File: src/rtl/mem_port_arbiter_pkg.sv
// mem_port_arbiter_pkg: owner tag types shared by the arbiter and its response-order FIFO
package mem_port_arbiter_pkg;
  typedef enum logic {ARB_OWN_I, ARB_OWN_D} arb_owner_e;
  typedef struct packed {
    arb_owner_e owner;
    logic       kill;
  } arb_tag_s;
endpackage

File: src/rtl/mem_port_arbiter_tag_fifo.sv
// mem_port_arbiter_tag_fifo: in-order owner tags for accepted memory requests, with fetch kill-all
module mem_port_arbiter_tag_fifo
  import mem_port_arbiter_pkg::*;
#(
  parameter int DEPTH = 2,
  localparam int CW = $clog2(DEPTH + 1),
  localparam int PW = DEPTH > 1 ? $clog2(DEPTH) : 1
) (
  input  logic          clk,
  input  logic          reset,
  input  logic          push,
  input  arb_owner_e    push_owner,
  input  logic          pop,
  input  logic          kill_fetch,
  output arb_tag_s      head,
  output logic [CW-1:0] count
);
  arb_tag_s ent [DEPTH];
  logic [PW-1:0] wptr, rptr;
  function automatic logic [PW-1:0] inc(input logic [PW-1:0] p);
    return p == PW'(DEPTH - 1) ? '0 : p + 1'b1;
  endfunction
  assign head = ent[rptr];
  always_ff @(posedge clk or negedge reset) begin
    if (!reset) begin
      wptr  <= '0;
      rptr  <= '0;
      count <= '0;
      for (int i = 0; i < DEPTH; i++) ent[i] <= '{ARB_OWN_I, 1'b0};
    end else begin
      for (int i = 0; i < DEPTH; i++)
        if (kill_fetch && ent[i].owner == ARB_OWN_I) ent[i].kill <= 1'b1;
      // the pushed slot is always free, so a fresh tag is never killed by this cycle's flush
      if (push) begin
        ent[wptr] <= '{push_owner, 1'b0};
        wptr      <= inc(wptr);
      end
      if (pop) rptr <= inc(rptr);
      count <= count + CW'(push) - CW'(pop);
    end
  end
endmodule

File: src/rtl/mem_port_arbiter.sv
// mem_port_arbiter: shares one memory port between fetch and data, routing in-order responses
module mem_port_arbiter
  import mem_port_arbiter_pkg::*;
#(
  parameter int MAX_OUT    = 2,
  parameter int STARVE_MAX = 4
) (
  input  logic        clk,
  input  logic        reset,
  input  logic        if_req,
  input  logic [31:0] if_addr,
  output logic        if_gnt,
  output logic        if_rvalid,
  output logic [31:0] if_rdata,
  input  logic        if_flush,
  input  logic        d_req,
  input  logic        d_we,
  input  logic [31:0] d_addr,
  input  logic [31:0] d_wdata,
  input  logic [3:0]  d_be,
  output logic        d_gnt,
  output logic        d_rvalid,
  output logic [31:0] d_rdata,
  output logic        mem_req,
  output logic        mem_we,
  output logic [31:0] mem_addr,
  output logic [31:0] mem_wdata,
  output logic [3:0]  mem_be,
  input  logic        mem_ready,
  input  logic        mem_rvalid,
  input  logic [31:0] mem_rdata,
  output logic        err_orphan
);
  localparam int CW = $clog2(MAX_OUT + 1);
  localparam int SW = $clog2(STARVE_MAX + 1);
  logic [CW-1:0] count;
  logic [SW-1:0] starve;
  arb_tag_s      head;
  logic          room, can_issue, win_d, win_i, pop, stale;
  assign room      = count < CW'(MAX_OUT);
  assign can_issue = mem_ready && room;
  assign win_d     = d_req && !(if_req && starve == SW'(STARVE_MAX));
  assign win_i     = !win_d && if_req;
  // outputs are forced low while reset is held, not just after it
  assign d_gnt     = reset && win_d && can_issue;
  assign if_gnt    = reset && win_i && can_issue;
  assign mem_req   = reset && (if_req || d_req) && room;
  assign mem_we    = reset && win_d && d_we;
  assign mem_addr  = !reset ? '0 : win_d ? d_addr : if_addr;
  assign mem_wdata = reset && win_d ? d_wdata : '0;
  assign mem_be    = !reset ? '0 : win_d ? d_be : 4'hF;
  assign pop       = mem_rvalid && count != '0;
  assign stale     = head.kill || (if_flush && head.owner == ARB_OWN_I);
  assign if_rvalid = reset && pop && head.owner == ARB_OWN_I && !stale;
  assign d_rvalid  = reset && pop && head.owner == ARB_OWN_D;
  assign if_rdata  = if_rvalid ? mem_rdata : '0;
  assign d_rdata   = d_rvalid ? mem_rdata : '0;
  mem_port_arbiter_tag_fifo #(.DEPTH(MAX_OUT)) u_fifo (
    .clk        (clk),
    .reset      (reset),
    .push       (if_gnt || d_gnt),
    .push_owner (d_gnt ? ARB_OWN_D : ARB_OWN_I),
    .pop        (pop),
    .kill_fetch (if_flush),
    .head       (head),
    .count      (count)
  );
  always_ff @(posedge clk or negedge reset) begin
    if (!reset) begin
      starve     <= '0;
      err_orphan <= 1'b0;
    end else begin
      if (!if_req || if_gnt) starve <= '0;
      else if (d_gnt && starve != SW'(STARVE_MAX)) starve <= starve + 1'b1;
      if (mem_rvalid && count == '0) err_orphan <= 1'b1;
    end
  end
endmodule

File: config.mk
export PLATFORM = sky130hd
export DESIGN_NAME = mem_port_arbiter
export DESIGN_NICKNAME = d
export VERILOG_FILES = /design/src/rtl/mem_port_arbiter_pkg.sv /design/src/rtl/mem_port_arbiter_tag_fifo.sv /design/src/rtl/mem_port_arbiter.sv
export SDC_FILE = /design/constraint.sdc
export NUM_CORES = 1
export LEC_CHECK = 0
export ABC_AREA = 1
export CORE_AREA = 2 2 108 110
export DETAILED_ROUTE_END_ITERATION = 8
export DIE_AREA = 0 0 110 112
export PLACE_DENSITY = 0.73
export SLEW_MARGIN = 20
export SYNTH_ARGS = -nofsm -noshare
export SYNTH_HDL_FRONTEND = slang
export SYNTH_SLANG_ARGS = --single-unit
File: constraint.sdc
create_clock -name clk -period 3.7 [get_ports clk]
set_clock_uncertainty 0.1 [all_clocks]
set_input_delay 0.74 -clock clk [delete_from_list [all_inputs] [get_ports clk]]
set_output_delay 0.74 -clock clk [all_outputs]
set_load 0.01 [all_outputs]
==> impl_results.md <==
* Number of gates resized after cts at 0
* Share of cells above drive strength 1 at 9.204%
* Number of library cell types mapped by synthesis at 24
* Die Area at 12,320 sq um
* Post-CTS Setup Repair Bufs at 0
* Synth Cell Area at 1967 sq um
* Synth area leader: nor2_1
* Post-Synthesis Cells at about 370
* Leakage at 2.244 nW
* I/O Pins at between 200 and 300
* Slew margin rel. at 61.07%
* CP Launch Type: input port
* Register area share after synthesis at 15.27%
* Setup TNS at 0 ns
* Final WL at 9774 microns
* Run status: complete, no violations
* # hold bufs at CTS at 0
* Slowest Stage Delay on Critical Path at 0.57 ns
* Overall power at 0.001103 W
* Flop2flop setup slack at 1.85 ns
* Synth Flop Type: dfrtp_1
* Area growth syn-to-layout at 150.1%
* Post-synth EDFFs at 0
* Tot GR Track Use at between 10 and 15%
* Maxcap violations at 0
* Slew Limit Fails at 0
* Initial core utilization at 17.60%
* DP Wirelength at 8375 microns
* Power Dens Cells at around 220 nW/um^2
* Crit-path cells: clkdlybuf4s50_1 -> nand3_1 -> nand2_2 -> inv_2 -> nand2_2 -> nor2_1 -> clkdlybuf4s50_1
* Vias in the first global route at roughly 3,000
* #FFs+latches synth at 12
* CTS Buffer Depth at 2
* Die Y at between 100 and 150 microns
* Num CTS Buffers at 3
* First-pass GRT wire length at about 15,000 microns
* Initial antenna violation count at 0
* Final ANT Viol Nets at 0
* Post-DR wirelength/cell at 12.47 microns
* Fin cells at 784
* Setup crit start: if_req
* Worst-Margin Slew at about 0.6 ns
* Worst R2R Path Depth at 9
* CTS tree: built
* CTS Sinks at 12
* WP data arrival at 2.66 ns
* Largest net degree at the start of global routing at 34
* Critical Path End Type: output port
* Vias post-DR at 3,119
* Crit share post-route at 94.64%
* Diode count at 0
* Worst Path Required at 2.86 ns
* Syn_area_per_cell at 5.273 sq um
* DR iter-0 viols at 131
* GPL Wtd Cong at 0.9078
* Yosys top cell area share at between 20% and 30%
* WS Path Type: in -> out
* Synthesized net count at 516
* CTS clk-pin slew, worst paths at 0.04 ns
* Area of placed instances at between 4000 and 5000 sq um
* Clock root buffer master: clkbuf_16
* Most common cell in the netlist: nor2_1
* RSZ-0062 raised after global routing: no
* Core ar. at 11,170 sq um
* Post-layout nets at 786
* Min-Delay Path Class: reg -> reg
* Die extent in x at 110 microns
* Final Cell Area at between 4000 and 5000 sq um
* RR Endpoint: u_fifo.count[1]
* FILL cells at approximately 1,200
* DRT Pass-1 Iters at 4
* DRC violations left at 0
* PortBufs at 278
* Num rows at 39
* Share of async-settable or async-resettable flops after synthesis at 100.0%
* CP max FO at 33
* Htree depth at 1
* R2R Path Start: u_fifo.count[1]
* Final hold violation count at 0
* Peak supply drop at 0.0001510 V
* Setup violators final at 0
* Hold depth at 1
* Largest cells by area after synthesis: nor2_1 25%, inv_1 15%, dfrtp_1 15%, nor2_2 11%, o21ai_0 9.2%
* Slowest-stage cell, CP: clkdlybuf4s50_1
* Overflow after GRT at 0
* CP endpoint: mem_wdata[15]
* Synth cell count leaders: 132 x nor2_1, 81 x inv_1, 36 x nor2_2, 36 x o21ai_0, 19 x nand2_1
* Via density at between 3 and 4
* Latest clock arrival within the worst-skew pair at 0.24 ns
* Tmin final at 3.502 ns
* # placed instances at 781
* Number of warning messages in the yosys log at 0
* Fmax achieved at 0.2856 GHz
[layer usage]
metal  GRT usage, %  up-vias  wire length, microns
li1               -     1612                     -
met1          16.45     1358                  3577
met2          28.10      130                  5238
met3          2.752       19                   743
met4          4.979        0                   214
met5              0        -                     0
[cell families (layout without fill, tap and decap cells)]
kind of cell    Yosys count  after routing  share of synthesized area, %
simple gates            203            203                         45.55
buf+inv                 105            373                         23.15
compound gates           46             46                         12.34
flops                    12             12                         15.27
xor+xnor                  4              4                         1.781
fa+ha+maj                 3              3                         1.909
[worst min-delay path by stage]
| stage | endpoint | slack (ns) | from |
|---|---|---|---|
| 2_1_floorplan | err_orphan | 0.34 | reset |
| 3_3_place_gp | err_orphan | 0.35 | err_orphan |
| 3_5_place_dp | err_orphan | 0.35 | err_orphan |
| 4_1_cts | err_orphan | 0.36 | err_orphan |
| 5_1_grt | err_orphan | 0.36 | err_orphan |
| 6_report | err_orphan | 0.35 | err_orphan |
[state kept, by name, indices dropped and copies added, names as in the netlist]
name / flops
u_fifo.count: 2
starve: 3
err_orphan: 1
u_fifo.rptr: 1
u_fifo.wptr: 1
u_fifo.ent: 4
[worst max-delay path, delay by kind of cell]
| family | cells | cell delay [ns] |
|---|---|---|
| buffers and inverters | 3 | 1.18 |
| and+or+nand+nor | 4 | 0.73 |
[where the power goes]
part           switching [W]  leakage, nW  internal (W)
clock network      0.0000540       0.0370      0.000141
logic               0.000310         2.06      0.000385
registers          0.0000379        0.142      0.000175
[metrics by stage]
step / utilization (%) / setup slack (ns) / hold WS (ns)
5_1_grt: 44.03 / 0.04418 / 0.3616
3_5_place_dp: 43.35 / 0.1504 / 0.3460
3_3_place_gp: 43.35 / 0.2120 / 0.3457
4_1_cts: 44.03 / 0.1435 / 0.3555
2_1_floorplan: - / 1.433 / 0.3444
6_report: 44.03 / 0.1983 / 0.3539
[cell type report]
class,count,area (sq um),area share [%]
flip-flops and latches,12,300.3,6.104
well taps,143,178.9,3.637
multi-input cells,256,1211,24.62
inverters,85,319.1,6.485
clock buffers,3,75.07,1.526
repair buffers,285,2835,57.63
[placed cells by master (no fill, tap or decap), drive strengths merged]
cell type | Yosys | final
buf | 19 | 7
clkdlybuf4s50 | 0 | 278
o21ai | 40 | 40
a21o | 1 | 1
o21a | 2 | 2
nand3 | 6 | 6
nor2 | 170 | 170
xor2 | 2 | 2
ha | 3 | 3
xnor2 | 2 | 2
a21oi | 3 | 3
nor3 | 3 | 3
dfrtp | 12 | 12
clkbuf | 1 | 3
nand2 | 24 | 24
inv | 85 | 85
Note: power is estimated with default switching activity, not from simulation.
